<file path="src/rtl/kong_pkg.sv">
// Shared types and constants for the Kong game sequencer.
package kong_pkg;

    typedef enum logic [2:0] {
        S_TITLE     = 3'd0,
        S_PLAY      = 3'd1,
        S_DYING     = 3'd2,
        S_LEVEL_UP  = 3'd3,
        S_GAME_OVER = 3'd4
    } game_state_t;

    localparam int unsigned MAX_LIVES       = 7;
    localparam logic [15:0] SCORE_MAX       = 16'h9999;
    localparam logic [15:0] BONUS_THRESHOLD = 16'h0050;

endpackage

</file>
<file path="src/rtl/bcd_sat_adder.sv">
// Combinational 4-digit BCD adder; a carry out of the top digit saturates to 9999.
module bcd_sat_adder
    import kong_pkg::*;
(
    input  logic [15:0] a_i,
    input  logic [15:0] b_i,
    output logic [15:0] sum_o
);

    logic [15:0] raw;
    logic [4:0]  digit;
    logic        carry;

    // Ripple the decimal carry digit by digit, then clamp on overflow.
    always_comb begin
        raw   = '0;
        digit = '0;
        carry = 1'b0;
        for (int i = 0; i < 4; i++) begin
            digit = {1'b0, a_i[4*i +: 4]} + {1'b0, b_i[4*i +: 4]} + {4'd0, carry};
            if (digit > 5'd9) begin
                digit = digit + 5'd6;
                carry = 1'b1;
            end else begin
                carry = 1'b0;
            end
            raw[4*i +: 4] = digit[3:0];
        end
        sum_o = carry ? SCORE_MAX : raw;
    end

endmodule

</file>
<file path="src/rtl/game_flow_fsm.sv">
// Kong top-level game sequencer: game state, lives, BCD score, freeze/respawn/next_level.
// Optional build macro KONG_BONUS_LIFE_EN grants one extra life per game when the
// score first reaches 0050.
module game_flow_fsm
    import kong_pkg::*;
#(
    parameter int unsigned LIVES_INIT     = 3,
    parameter int unsigned DEATH_FRAMES   = 60,
    parameter int unsigned LEVELUP_FRAMES = 90,
    parameter logic [15:0] ITEM_POINTS    = 16'h0001,
    parameter logic [15:0] WIN_POINTS     = 16'h0010
) (
    input  logic        clk,
    input  logic        resetN,
    input  logic        start_of_frame_i,
    input  logic        start_key_i,
    input  logic        hit_enemy_i,
    input  logic        hit_item_i,
    input  logic        reached_goal_i,
    output logic [2:0]  state_o,
    output logic        freeze_o,
    output logic        respawn_o,
    output logic        next_level_o,
    output logic [2:0]  lives_o,
    output logic [15:0] score_o,
    output logic        game_over_o
);

    localparam int unsigned FrameMax = (DEATH_FRAMES > LEVELUP_FRAMES) ? DEATH_FRAMES
                                                                         : LEVELUP_FRAMES;
    localparam int unsigned FrameW   = $clog2(FrameMax + 1);

    game_state_t       state_q, state_d;
    logic [2:0]        lives_q, lives_d;
    logic [15:0]       score_q, score_d;
    logic [FrameW-1:0] cnt_q, cnt_d;
    logic              start_q;
    logic              entry_q, entry_d;
    logic              freeze_q, freeze_d;
    logic              respawn_q, respawn_d;
    logic              next_level_q, next_level_d;
    logic              game_over_q, game_over_d;

    logic              start_rise;
    logic [15:0]       incr;
    logic [15:0]       sum;
    logic              bonus_used;
    logic              bonus_grant;

`ifdef KONG_BONUS_LIFE_EN
    logic              bonus_q, bonus_d;
    assign bonus_used = bonus_q;
`else
    assign bonus_used = 1'b1;
`endif

    assign start_rise  = start_key_i & ~start_q;
    // Goal outranks item, so a coincident item never adds to the goal increment.
    assign incr        = reached_goal_i ? WIN_POINTS : ITEM_POINTS;
    assign bonus_grant = ~bonus_used & (score_q < BONUS_THRESHOLD) & (sum >= BONUS_THRESHOLD);

    bcd_sat_adder u_adder (
        .a_i   (score_q),
        .b_i   (incr),
        .sum_o (sum)
    );

    // Next-state, counter and registered-output decode.
    always_comb begin
        state_d      = state_q;
        lives_d      = lives_q;
        score_d      = score_q;
        cnt_d        = cnt_q;
        respawn_d    = 1'b0;
        next_level_d = 1'b0;
`ifdef KONG_BONUS_LIFE_EN
        bonus_d      = bonus_q;
`endif

        case (state_q)
            S_TITLE: begin
                if (start_rise) begin
                    state_d   = S_PLAY;
                    lives_d   = 3'(LIVES_INIT);
                    score_d   = '0;
                    respawn_d = 1'b1;
`ifdef KONG_BONUS_LIFE_EN
                    bonus_d   = 1'b0;
`endif
                end
            end
            S_PLAY: begin
                if (hit_enemy_i) begin
                    if (lives_q > 3'd1) begin
                        lives_d = lives_q - 3'd1;
                        state_d = S_DYING;
                    end else begin
                        lives_d = 3'd0;
                        state_d = S_GAME_OVER;
                    end
                end else if (reached_goal_i || hit_item_i) begin
                    score_d = sum;
                    if (reached_goal_i) begin
                        next_level_d = 1'b1;
                        state_d      = S_LEVEL_UP;
                    end
                    if (bonus_grant) begin
                        if (lives_q < 3'(MAX_LIVES)) begin
                            lives_d = lives_q + 3'd1;
                        end
`ifdef KONG_BONUS_LIFE_EN
                        bonus_d = 1'b1;
`endif
                    end
                end
            end
            S_DYING: begin
                // A frame tick on the first cycle of the state is not counted.
                if (start_of_frame_i && !entry_q) begin
                    if (cnt_q == FrameW'(DEATH_FRAMES - 1)) begin
                        state_d   = S_PLAY;
                        respawn_d = 1'b1;
                    end else begin
                        cnt_d = cnt_q + FrameW'(1);
                    end
                end
            end
            S_LEVEL_UP: begin
                if (start_of_frame_i && !entry_q) begin
                    if (cnt_q == FrameW'(LEVELUP_FRAMES - 1)) begin
                        state_d   = S_PLAY;
                        respawn_d = 1'b1;
                    end else begin
                        cnt_d = cnt_q + FrameW'(1);
                    end
                end
            end
            S_GAME_OVER: begin
                if (start_rise) begin
                    state_d = S_TITLE;
                end
            end
            default: begin
                state_d = S_TITLE;
            end
        endcase

        entry_d = (state_d != state_q);
        if (entry_d) begin
            cnt_d = '0;
        end
        freeze_d    = (state_d != S_PLAY);
        game_over_d = (state_d == S_GAME_OVER);
    end

    // State and output registers with asynchronous active-low reset.
    always_ff @(posedge clk or negedge resetN) begin
        if (!resetN) begin
            state_q      <= S_TITLE;
            lives_q      <= 3'(LIVES_INIT);
            score_q      <= '0;
            cnt_q        <= '0;
            start_q      <= 1'b0;
            entry_q      <= 1'b0;
            freeze_q     <= 1'b1;
            respawn_q    <= 1'b0;
            next_level_q <= 1'b0;
            game_over_q  <= 1'b0;
        end else begin
            state_q      <= state_d;
            lives_q      <= lives_d;
            score_q      <= score_d;
            cnt_q        <= cnt_d;
            start_q      <= start_key_i;
            entry_q      <= entry_d;
            freeze_q     <= freeze_d;
            respawn_q    <= respawn_d;
            next_level_q <= next_level_d;
            game_over_q  <= game_over_d;
        end
    end

`ifdef KONG_BONUS_LIFE_EN
    // Once-per-game bonus flag.
    always_ff @(posedge clk or negedge resetN) begin
        if (!resetN) begin
            bonus_q <= 1'b0;
        end else begin
            bonus_q <= bonus_d;
        end
    end
`endif

    assign state_o      = state_q;
    assign freeze_o     = freeze_q;
    assign respawn_o    = respawn_q;
    assign next_level_o = next_level_q;
    assign lives_o      = lives_q;
    assign score_o      = score_q;
    assign game_over_o  = game_over_q;

endmodule

</file>
<file path="config.mk">
export PLATFORM = sky130hd
export DESIGN_NAME = game_flow_fsm
export DESIGN_NICKNAME = d
export VERILOG_FILES = /design/src/rtl/kong_pkg.sv /design/src/rtl/bcd_sat_adder.sv /design/src/rtl/game_flow_fsm.sv
export SDC_FILE = /design/constraint.sdc
export NUM_CORES = 1
export LEC_CHECK = 0
export CORE_MARGIN = 2
export CORE_UTILIZATION = 51
export DETAILED_ROUTE_END_ITERATION = 16
export GPL_TIMING_DRIVEN = 1
export PLACE_DENSITY = 0.86
export SLEW_MARGIN = 20
export SYNTH_ARGS = -nofsm -noshare
export SYNTH_HDL_FRONTEND = slang
export SYNTH_HIERARCHICAL = 1
export SYNTH_SLANG_ARGS = --single-unit
</file>
<file path="constraint.sdc">
create_clock -name clk -period 5.45 [get_ports clk]
set_input_delay 1.3625 -clock clk [delete_from_list [all_inputs] [get_ports clk]]
set_output_delay 1.3625 -clock clk [all_outputs]
set_load 0.02 [all_outputs]
</file>
==> results.md, run 1 <==
- Fin crit period: approximately 6.5 ns
- Clk buf depth: 2
- Maximum VDD drop: around 0.36 mV
- Fin Setup TNS: -14.00 ns
- R2r worst-path depth: 26
- Max-slew headroom: 0.4126
- Post-synth top cells: nand2_1, dfrtp_1, inv_1
- Worst setup EP type: flop
- Hold path depth: 2
- Die area: 0.005907 mm^2
- CP most frequent cell: fa_2
- Reg2reg end: score_o[6]
- Synth Warn #: 6
- Cell family with most CP delay: adder cells
- GRT Total Usage: 0.2456
- CP Buf/Inv Count: 8
- Top Metal Used: met4
- Worst path arrival time: around 6.7 ns
- Total grt overflow: 0
- Vias in the first global route: approximately 2600
- Area growth from synthesis to layout: 38.82%
- Top cells by area, synth: dfrtp_1, ha_1, nand2_1, fa_1, o21ai_0
- DRC: 0
- RSZ-0062 raised after global routing: yes
- CP Max Fanout: 7
- Core Util, Final: 0.7359
- # IOs: 33
- Failing checks: negative setup slack
- Most numerous cell in the Yosys netlist: nand2_1
- Pwr Total: between 2 and 3 mW
- Hold_ws: between 0.5 and 0.6 ns
- Clock transition at path regs: 0.08 ns
- Worst R2R Setup Slack: -0.30 ns
- Initial drt markers: approximately 360
- Crit path launch type: input pin
- Yosys reg bits: 35
- EDFF count, synth: 0
- Synth area leader: dfrtp_1
- Setup Skew: a little over 0.01 ns
- Routed met1 length: about 3200 um
- Met2 routed WL: about 3800 um
- Antenna diodes: 0
- Final setup violating endpoints: 16
- Worst Hold Path EP: lives_o[0]
- Final Max Slew Viols: 0
- Final setup margin: -1.031 ns
- Hold crit path type: reg -> reg
- Port Buffers: 32
- TritonCTS Buffers: 5
- Synth top area share: 0.2957
- CORE AREA: just over 0.005 mm^2
- Sequential share of the synthesized area: 0.3249
- FF-to-FF Start: score_o[1]
- Final GP Congestion: just under 0.9
- Leakage: approximately 1.7 nW
- Power Density: 754.3 mW/mm^2
- Largest stage delay on the critical path: approximately 0.48 ns
- CP Class: in -> reg
- Tightest Pin Transition: about 0.88 ns
- Drt first pass iters: 4
- Clock root buffer: clkbuf_8
- Total number of vias: 2588
- Post-route ant nets: 0
- FP Rows: 26
- H-tree depth: 2
- Initial Util: 0.5301
- Library cells used by synthesis: 58
- Hold Vio Cnt, Final: 0
- Routed WL per cell: roughly 16 um
- F_max: 0.1543 GHz
- DP Wirelength: about 4500 um
- Global-route wire length before repair: about 12000 um
- Vias per cell: between 5 and 6
- Crit-path slowest cell: fa_2
- Fin crit share: 1.189
- Pre-CTS setup slack: -1.770 ns
- Async set-or-reset flop fraction in the synthesized netlist: 1.000
- Post-Route WL: roughly 7400 um
- Mapped Cells: 300
- Most used DFF post-synth: dfrtp_1
- Die height: just under 80 um
- Critical path data required time: ~5.7 ns
- Status: finished with violations
- Max Cap Viol: 0
- Ratio of cells with drive above 1 in the final layout: 0.2603
- Routed wl met3: roughly 310 um
- Number of nets in the layout: between 400 and 500
- CTS tree: built
- Antenna violations before repair: 0
- Cell area after synthesis: roughly 0.0027 mm^2
- Pin count of the biggest net entering global routing: 36
- Hold_sp: lives_o[0]
- CTS sink cnt: 35
- DIE WIDTH: just under 80 um
- Insertion delay to the later sink of the worst-skew pair: around 0.30 ns
- Syn Area/Cell: ~9.0 um^2
[sequential cells by signal, summed over array words and instances (netlist names)]
signal / count
cnt_q: 7
entry_q: 1
freeze_o: 1
game_over_o: 1
lives_o: 3
next_level_o: 1
respawn_o: 1
score_o: 16
start_q: 1
state_o: 3
[per-layer routing]
| metal | track usage | vias up |
|---|---|---|
| li1 | - | 1208 |
| met1 | 0.3117 | 1282 |
| met2 | 0.4237 | 84 |
| met3 | 0.03882 | 14 |
| met4 | 0.08727 | 0 |
| met5 | 0 | - |
[worst min-delay path, delay by kind of cell, from the launching register on]
kind,cells,cell delay (ns)
flip-flops,1,0.40
AND/OR/NAND/NOR,2,0.14
[what timing repair did]
action / CTS / global route
hold buffers: 0 / 0
buffers inserted: 8 / 9
endpoints found under the hold margin: 0 / 0
pin swaps: 21 / 23
setup endpoints to repair: 16 / 16
resized for setup: 20 / 8
[through the flow]
step / instance area (um^2) / std cells
floorplan: 2912 / 317
global placement: 3447 / 434
detailed placement: 3447 / 434
CTS: 3675 / 450
global route: 3759 / 458
finish: 3759 / 458
[layout make-up]
class / count / area [um^2]
clock inverter: 2 / 38.79
inverter: 25 / 106.4
fill: 347 / 1349
sequential: 35 / 879.6
multi-input combinational: 249 / 1929
tap: 70 / 87.58
timing repair buffer: 71 / 634.4
clock buffer: 6 / 82.58
[worst max-delay path by stage]
stage	from	endpoint	slack, ns	cells after the start
after floorplan	reached_goal_i	score_o[11]	-0.13	25
after global placement	reached_goal_i	score_o[3]	-1.67	29
after detailed placement	reached_goal_i	score_o[3]	-1.77	29
after CTS	reached_goal_i	score_o[6]	-0.91	31
after global routing	reached_goal_i	score_o[6]	-1.24	30
final	reached_goal_i	score_o[6]	-1.03	30
[where the power goes]
| group | switching, mW | internal (mW) |
|---|---|---|
| Sequential | 0.115 | 0.357 |
| Clock | 0.109 | 0.151 |
| Combinational | 1.07 | 1.03 |
[placed cells by master (no fill, tap or decap), types with 4 or more instances in the layout]
cell type         n
nand2_1          50
buf_4            36
dfrtp_1          32
clkdlybuf4s50_1  31
inv_1            20
ha_1             19
conb_1           18
o21ai_0          16
nor2_1           14
a21oi_1           7
nand3_1           7
fa_2              7
nor3_1            6
nand3b_1          6
o21ai_1           6
clkbuf_8          6
a21o_1            5
xnor2_1           5
a21oi_2           5
or3_1             4
inv_2             4
a211o_1           4
xnor2_2           4
[kinds of logic after synthesis]
group,count (synthesis),synth area share
AOI/OAI and AO/OA,74,0.2038
xor gates and xnor gates,14,0.05361
DFF,35,0.3249
buffers and inverters,33,0.05129
other,1,0.001385
and+or+nand+nor,116,0.2209
adders and majority gates,27,0.1442
Power figures use the tool's default switching activity.
==> run 2: changes to the inputs <==
ABC_AREA = 1   (was not set)
==> results.md, run 2 <==
- Drt first pass iters: 5 (was 4)
- Ratio of cells with drive above 1 in the final layout: 0.3825 (was 0.2603)
- Area after DPL: 0.003349 mm^2 (was 0.003447 mm^2)
- DP Wirelength: 4346 um (was 4498 um)
- Final Max Slew Viols: 0 (unchanged)
- Met2 usage: 0.5184 (was 0.4237)
- Fin area: 0.004003 mm^2 (was 0.003759 mm^2)
- Routed WL per cell: 17.78 um (was 16.26 um)
- Global-route wire length before repair: 13920 um (was 11740 um)
- Fillers: 299 (was 347)
- CP Depth: 38 (was 30)
- DRC: 0 (unchanged)
- Reg2reg end: score_o[1] (was score_o[6])
- Total number of vias: 3071 (was 2588)
- Vias in the first global route: 2977 (was 2551)
- GRT Total Usage: 0.2957 (was 0.2456)
- Die area: 0.005913 mm^2 (was 0.005907 mm^2)
- CP Class: in -> reg (unchanged)
- Status: finished with violations (unchanged)
- Initial Util: 0.5306 (was 0.5301)
- Synth Warn #: 6 (unchanged)
- Hold Vio Cnt, Final: 0 (unchanged)
- Antenna diodes: 0 (unchanged)
- Pre-CTS setup slack: -1.703 ns (was -1.770 ns)
- Hold crit path type: reg -> reg (unchanged)
- EDFF count, synth: 0 (unchanged)
- TritonCTS Buffers: 5 (unchanged)
- Area growth from synthesis to layout: 47.69% (was 38.82%)
- Syn Area/Cell: 7.765 um^2 (was 9.025 um^2)
- Max-slew headroom: 0.3685 (was 0.4126)
- CP most frequent cell: inv_2 (was fa_2)
- FF-to-FF Start: score_o[0] (was score_o[1])
- Antenna violations before repair: 0 (unchanged)
- Async set-or-reset flop fraction in the synthesized netlist: 1.000 (unchanged)
- Most common cell after layout, fill and taps aside: buf_4 (was nand2_1)
- FP Rows: 26 (unchanged)
- Max Cap Viol: 0 (unchanged)
- CP Buf/Inv Count: 14 (was 8)
- Synth area leader: dfrtp_1 (unchanged)
- Final setup margin: -1.109 ns (was -1.031 ns)
- Hold_sp: score_o[8] (was lives_o[0])
- Vias per cell: 5.708 (was 5.651)
- CTS tree: built (unchanged)
- Number of nets in the layout: 501 (was 421)
- Most frequent cells in the layout: buf_4, nand2_1, inv_1, dfrtp_1, clkdlybuf4s50_1 (was nand2_1, buf_4, dfrtp_1, clkdlybuf4s50_1, inv_1)
- Global routing usage on met1: 0.3260 (was 0.3117)
- CORE AREA: 0.005107 mm^2 (unchanged)
- Post-Route WL: 9564 um (was 7448 um)
- Crit path launch type: input pin (unchanged)
- Library cells used by synthesis: 43 (was 58)
- # IOs: 33 (unchanged)
- H-tree depth: 2 (unchanged)
- Fin crit period: 6.559 ns (was 6.481 ns)
- Final setup violating endpoints: 16 (unchanged)
- Worst path arrival time: 6.76 ns (was 6.68 ns)
- CP Max Fanout: 6 (was 7)
- Largest stage delay on the critical path: 0.55 ns (was 0.48 ns)
- Fin crit share: 1.204 (was 1.189)
- Top cells by area, synth: dfrtp_1, ha_1, nand2_1, inv_1, nand3_1 (was dfrtp_1, ha_1, nand2_1, fa_1, o21ai_0)
- Port Buffers: 32 (unchanged)
- Most used DFF post-synth: dfrtp_1 (unchanged)
- Clock root buffer: clkbuf_8 (unchanged)
- Clock transition at path regs: 0.08 ns (about the same)
- Failing checks: negative setup slack (unchanged)
- Sequential share of the synthesized area: 0.3246 (was 0.3249)
- Hold path depth: 2 (unchanged)
- Post-synth top cells: nand2_1, inv_1, nand3_1 (was nand2_1, dfrtp_1, inv_1)
- Mapped Cells: 349 (was 300)
- Insertion delay to the later sink of the worst-skew pair: 0.30 ns (about the same)
- DIE WIDTH: 76.90 um (was 76.86 um)
- Critical path data required time: 5.65 ns (about the same)
- Final GP Congestion: 0.7951 (was 0.8861)
- Post-route ant nets: 0 (unchanged)
- Worst setup EP type: flop (unchanged)
- Worst Hold Path EP: score_o[8] (was lives_o[0])
- Cell family with most CP delay: adder cells (unchanged)
- F_max: 0.1525 GHz (was 0.1543 GHz)
- Clk buf depth: 2 (unchanged)
- Initial drt markers: 283 (was 356)
- Total grt overflow: 0 (unchanged)
- Die height: 76.90 um (was 76.86 um)
- Worst R2R Setup Slack: -0.36 ns (was -0.30 ns)
- Busiest grt layer: met2 (unchanged)
- Pin count of the biggest net entering global routing: 36 (unchanged)
- Crit-path slowest cell: fa_2 (unchanged)
- R2r worst-path depth: 36 (was 26)
- RSZ-0062 raised after global routing: yes (unchanged)
- Synth top area share: 0.2955 (was 0.2957)
- Yosys reg bits: 35 (unchanged)
- Met3 usage: 0.06588 (was 0.03882)
- Most numerous cell in the Yosys netlist: nand2_1 (unchanged)
- Cell area after synthesis: 0.002710 mm^2 (was 0.002708 mm^2)
- CTS sink cnt: 35 (unchanged)
- Largest register FFs: 16 (unchanged)
- Post-CTS Hold Buffers: 0 (unchanged)
- Setup Skew: 0.01041 ns (was 0.01021 ns)
- Tightest Pin Transition: 0.9447 ns (was 0.8811 ns)
[run 2: changes by cell type after synthesis, sizes merged, moves of 4 or more]
cell / change
a21o: -5
inv: +39
nand2b: -4
nor2: +25
a211o: -4
nand2: +17
xnor2: -4
nand3: +33
or3: -4
a21oi: -5
nand3b: -5
[run 2: routing by layer]
layer	vias to the layer above	wire length (um)
li1	1330	-
met1	1444	3438
met2	215	4708
met3	82	709
met4	0	707
met5	-	0
[run 2: how the worst max path moves through the flow]
stage	start	endpoint	slack, ns
5_1_grt	reached_goal_i	score_o[1]	-1.27
4_1_cts	reached_goal_i	score_o[0]	-0.81
6_report	reached_goal_i	score_o[1]	-1.11
2_1_floorplan	reached_goal_i	score_o[5]	0.04
3_5_place_dp	reached_goal_i	score_o[0]	-1.70
3_3_place_gp	reached_goal_i	score_o[0]	-1.48
[run 2: logic make-up after synthesis]
| kind of cell | share of synthesized area |
|---|---|
| AND/OR/NAND/NOR | 0.3010 |
| buffers and inverters | 0.1090 |
| AO/OA/AOI/OAI | 0.08865 |
| flip-flops | 0.3246 |
| adder cells (fa/ha/maj) | 0.1440 |
| XOR/XNOR | 0.03140 |
| other | 0.001384 |
[run 2: final cells by class]
type | instances | area (um^2) | area share
Clock buffer | 6 | 82.58 | 0.02063
Clock inverter | 2 | 16.27 | 0.004064
Inverter | 65 | 261.5 | 0.06533
Multi-Input combinational cell | 259 | 1819 | 0.4545
Sequential cell | 35 | 879.6 | 0.2198
Tap cell | 70 | 87.58 | 0.02188
Timing Repair Buffer | 100 | 847.1 | 0.2116
Timing Repair inverter | 1 | 8.758 | 0.002188
[run 2: repair_timing]
| item | CTS | global route |
|---|---|---|
| cloned | 1 | 0 |
| endpoints found under the hold margin | 0 | 0 |
| setup buffers | 45 | 6 |
| resized for setup | 39 | 40 |
| pin swaps | 23 | 28 |
| setup endpoints to repair | 16 | 16 |
[run 2: through the flow]
step                TNS [ns]  cells  hold slack [ns]    util
finish                -15.89    538           0.5687  0.7837
global route          -18.80    538           0.6017  0.7837
CTS                   -11.96    533           0.5452  0.7526
detailed placement    -26.09    481           0.5285  0.6558
global placement      -22.52    481           0.5237  0.6558
floorplan                  0    366           0.5289       -
[run 2: worst register-to-register path, delay by kind of cell, from the launching register on]
family,cells,cell delay (ns)
AND/OR/NAND/NOR,15,1.47
buffers and inverters,12,0.82
adder cells (fa/ha/maj),8,2.84
AO/OA/AOI/OAI,1,0.17
flip-flops,1,0.43
Power of run 2 is left out: the tool's default activity adds up to more than one toggle a clock period on the data nets, which glitch-free logic cannot reach.
==> run 3: changes to the inputs <==
CORE_ASPECT_RATIO = 0.6   (was not set)
==> results.md, run 3 <==
- Initial Util: 0.5335 (was 0.5306)
- Synth area leader: dfrtp_1 (unchanged)
- CTS sink cnt: 35 (unchanged)
- Yosys reg bits: 35 (unchanged)
- Sequential share of the synthesized area: 0.3246 (unchanged)
- Clock root buffer: clkbuf_8 (unchanged)
- Synth Warn #: 6 (unchanged)
- Post-CTS Hold Buffers: 0 (unchanged)
- Final GP Congestion: 0.8865 (was 0.7951)
- Die height: 60.47 um (was 76.90 um)
- Cell area after synthesis: 0.002710 mm^2 (unchanged)
- Clk buf depth: 2 (unchanged)
- DIE WIDTH: 98.11 um (was 76.90 um)
- Most used DFF post-synth: dfrtp_1 (unchanged)
- DP Wirelength: 4610 um (was 4346 um)
- Library cells used by synthesis: 43 (unchanged)
- FP Rows: 20 (was 26)
- H-tree depth: 2 (unchanged)
- GRT Total Usage: 0.7319
- First error: [ERROR GRT-0232] Routing congestion too high. Check the congestion heatmap in the GUI.
- TritonCTS Buffers: 5 (unchanged)
- Dpl cells: 479 (was 481)
- Failing step: 5_1_grt
- Port Buffers: 32 (unchanged)
- Top cells by area, synth: dfrtp_1, ha_1, nand2_1, inv_1, nand3_1 (unchanged)
- # IOs: 33 (unchanged)
- Synth top area share: 0.2955 (unchanged)
- Syn Area/Cell: 7.765 um^2 (unchanged)
- EDFF count, synth: 0 (unchanged)
- Pin count of the biggest net entering global routing: 36
- Async set-or-reset flop fraction in the synthesized netlist: 1.000 (unchanged)
- Total grt overflow: 4
- Status: did not finish (was finished with violations)
- Post-synth top cells: nand2_1, inv_1, nand3_1 (unchanged)
- Mapped Cells: 349 (unchanged)
- Most numerous cell in the Yosys netlist: nand2_1 (unchanged)
## run 3: cell counts after synthesis
No cell type changed its count.
## run 3: metal layers
metal	GRT overflow	global-route usage
met4	3	0.7282
met1	0	0.7431
met2	1	0.9090
met3	0	0.5841
met5	0	0.2231
## run 3: cell families after synthesis
family | synth area share
other cells | 0.001384
compound gates | 0.08865
simple gates | 0.3010
xor+xnor | 0.03140
buf+inv | 0.1090
flops | 0.3246
fa+ha+maj | 0.1440
## run 3: through the flow
stage	setup WS (ns)	cell area, um^2	TNS (ns)
after floorplan	0.04028	2836	0
after global placement	-1.486	3356	-22.30
after detailed placement	-1.751	3356	-26.19
after CTS	-0.7893	4785	-11.59
## run 3: repair_timing
item	CTS
setup endpoints to repair	16
resized for setup	53
cloned	1
buffers inserted	163
pin swaps	37
==> run 4: changes to the inputs <==
CORE_ASPECT_RATIO = not set   (was 0.6)
CORE_UTILIZATION = 40   (was 51)
PLACE_DENSITY = not set   (was 0.86)
PLACE_DENSITY_LB_ADDON = 0.15   (was not set)
clock period = 7.1 ns   (was 5.45 ns; I/O delays follow)
==> results.md, run 4 (same netlist as run 2, synthesis figures left out) <==
- Status: finished clean (was did not finish)
- Die area: around 0.0074 mm^2
- Tightest Pin Transition: around 0.95 ns
- FF-to-FF Start: score_o[0]
- R2r worst-path depth: 34
- TritonCTS Buffers: 5 (unchanged)
- Max-slew headroom: 0.3681
- Vias per cell: 4.697
- Drt first pass iters: 4
- Critical path data required time: approximately 7.2 ns
- CTS sink cnt: 35 (unchanged)
- Port Buffers: 32 (unchanged)
- F_max: 0.1458 GHz
- CORE AREA: 0.006459 mm^2
- Final Max Slew Viols: 0
- Crit-path slowest cell: fa_2
- DIE WIDTH: 86.31 um (was 98.11 um)
- Top Metal Used: met4
- DP Wirelength: 4085 um (was 4610 um)
- Fillers: approximately 620
- Post-route insts no fill: 508
- Dpl cells: 484 (was 479)
- Global-route wire length before repair: ~10000 um
- Post-Route WL: around 6000 um
- CP Max Fanout: 3
- Routed WL per cell: between 10 and 15 um
- Worst R2R Setup Slack: 1.56 ns
- Most frequent cells in the layout: nand2_1, inv_1, nand3_1, dfrtp_1, buf_4
- Clock transition at path regs: around 0.08 ns
- Post-route ant nets: 0
- Leakage: 1.810 nW
- Worst Setup SP: reached_goal_i
- Final GP Congestion: 0.8549 (was 0.8865)
- Fin crit share: 0.9659
- Most common cell after layout, fill and taps aside: nand2_1
- Antenna diodes: 0
- Met2 routed WL: ~2900 um
- FP Rows: 29 (was 20)
- Maximum VDD drop: 0.2916 mV
- GRT Total Usage: 0.1668
- Area growth from synthesis to layout: 31.95%
- Largest stage delay on the critical path: between 0.5 and 0.6 ns
- Crit path launch type: input pin
- Total grt overflow: 0
- Hold crit path type: reg -> reg
- Post-CTS Hold Buffers: 0 (unchanged)
- Number of nets in the layout: approximately 460
- Final setup violating endpoints: 0
- Pin count of the biggest net entering global routing: 36
- Worst path arrival time: approximately 7 ns
- Initial drt markers: 96
- H-tree depth: 2 (unchanged)
- CP most frequent cell: inv_2
- Die height: 86.31 um (was 60.47 um)
- Initial Util: 0.4196 (was 0.5335)
- Antenna violations before repair: 0
- Max Cap Viol: 0
- Vias in the first global route: ~2300
- Largest register FFs: 16
- Worst Setup EP: score_o[0]
- # IOs: 33 (unchanged)
- Total number of vias: between 2000 and 2500
- Hold Vio Cnt, Final: 0
- CP Class: in -> reg
- Fin crit period: between 6 and 7 ns
- Power Density: 529.8 mW/mm^2
- Routed wl met3: 144 um
- Area after DPL: 0.003261 mm^2 (was 0.003356 mm^2)
- Setup Skew: approximately 0.0063 ns
- Fin area: between 0.003 and 0.004 mm^2
- Insertion delay to the later sink of the worst-skew pair: between 0.2 and 0.3 ns
- Worst setup EP type: flop
- Clk buf depth: 2 (unchanged)
- Reg2reg end: score_o[0]
- Clock root buffer: clkbuf_8 (unchanged)
- Routed met1 length: 2871 um
- DRC: 0
- CTS tree: built
- Ratio of cells with drive above 1 in the final layout: 0.2575
-- run 4: worst max-delay path, delay by kind of cell --
| family | cells | cell delay (ns) |
|---|---|---|
| AND/OR/NAND/NOR | 14 | 1.44 |
| buffers and inverters | 13 | 0.94 |
| adder cells (fa/ha/maj) | 8 | 2.76 |
| AO/OA/AOI/OAI | 1 | 0.07 |
-- run 4: report_power, final --
group | leakage (nW) | internal [mW] | switching (mW) | total [mW]
registers | 0.459 | 0.264 | 0.0631 | 0.328
clock network | 0.0581 | 0.105 | 0.0796 | 0.184
logic | 1.29 | 0.655 | 0.727 | 1.38
-- run 4: worst min path at each step --
stage / cells past startpoint / end / startpoint / slack, ns
2_1_floorplan: 2 / cnt_q[4] / cnt_q[4] / 0.53
3_3_place_gp: 2 / score_o[12] / score_o[12] / 0.52
3_5_place_dp: 2 / score_o[12] / score_o[12] / 0.54
4_1_cts: 2 / score_o[12] / score_o[12] / 0.56
5_1_grt: 2 / score_o[3] / score_o[3] / 0.58
6_report: 2 / score_o[12] / score_o[12] / 0.54
-- run 4: repair_timing --
action                     in CTS  in global routing
pin swaps                       2                 13
buffers inserted               11                  5
setup endpoints to repair      15                 16
gates resized for setup        10                 26
-- run 4: per-stage QoR --
stage	hold WS [ns]	utilization	total power, mW	setup slack, ns	setup TNS [ns]
3_3_place_gp	0.5227	0.5048	1.461	-0.3278	-4.483
2_1_floorplan	0.5289	-	1.127	0.05409	0
5_1_grt	0.5751	0.5537	2.084	-0.04728	-0.1951
4_1_cts	0.5571	0.5376	1.796	0.05137	0
6_report	0.5449	0.5537	1.895	0.2421	0
3_5_place_dp	0.5361	0.5048	1.469	-0.5292	-7.283
-- run 4: layout make-up --
cell class	count	area [um^2]	share of cell area
Clock buffer	5	68.82	0.01924
Clock inverter	3	43.79	0.01225
Inverter	65	251.5	0.07033
Multi-Input combinational cell	259	1682	0.4703
Sequential cell	35	879.6	0.2460
Tap cell	77	96.34	0.02694
Timing Repair Buffer	64	554.3	0.1550
-- run 4: metal layers --
layer  vias up  track usage
li1       1247            -
met1      1107       0.2163
met2        26       0.2770
met3         6      0.03524
met4         0      0.05824
met5         -            0
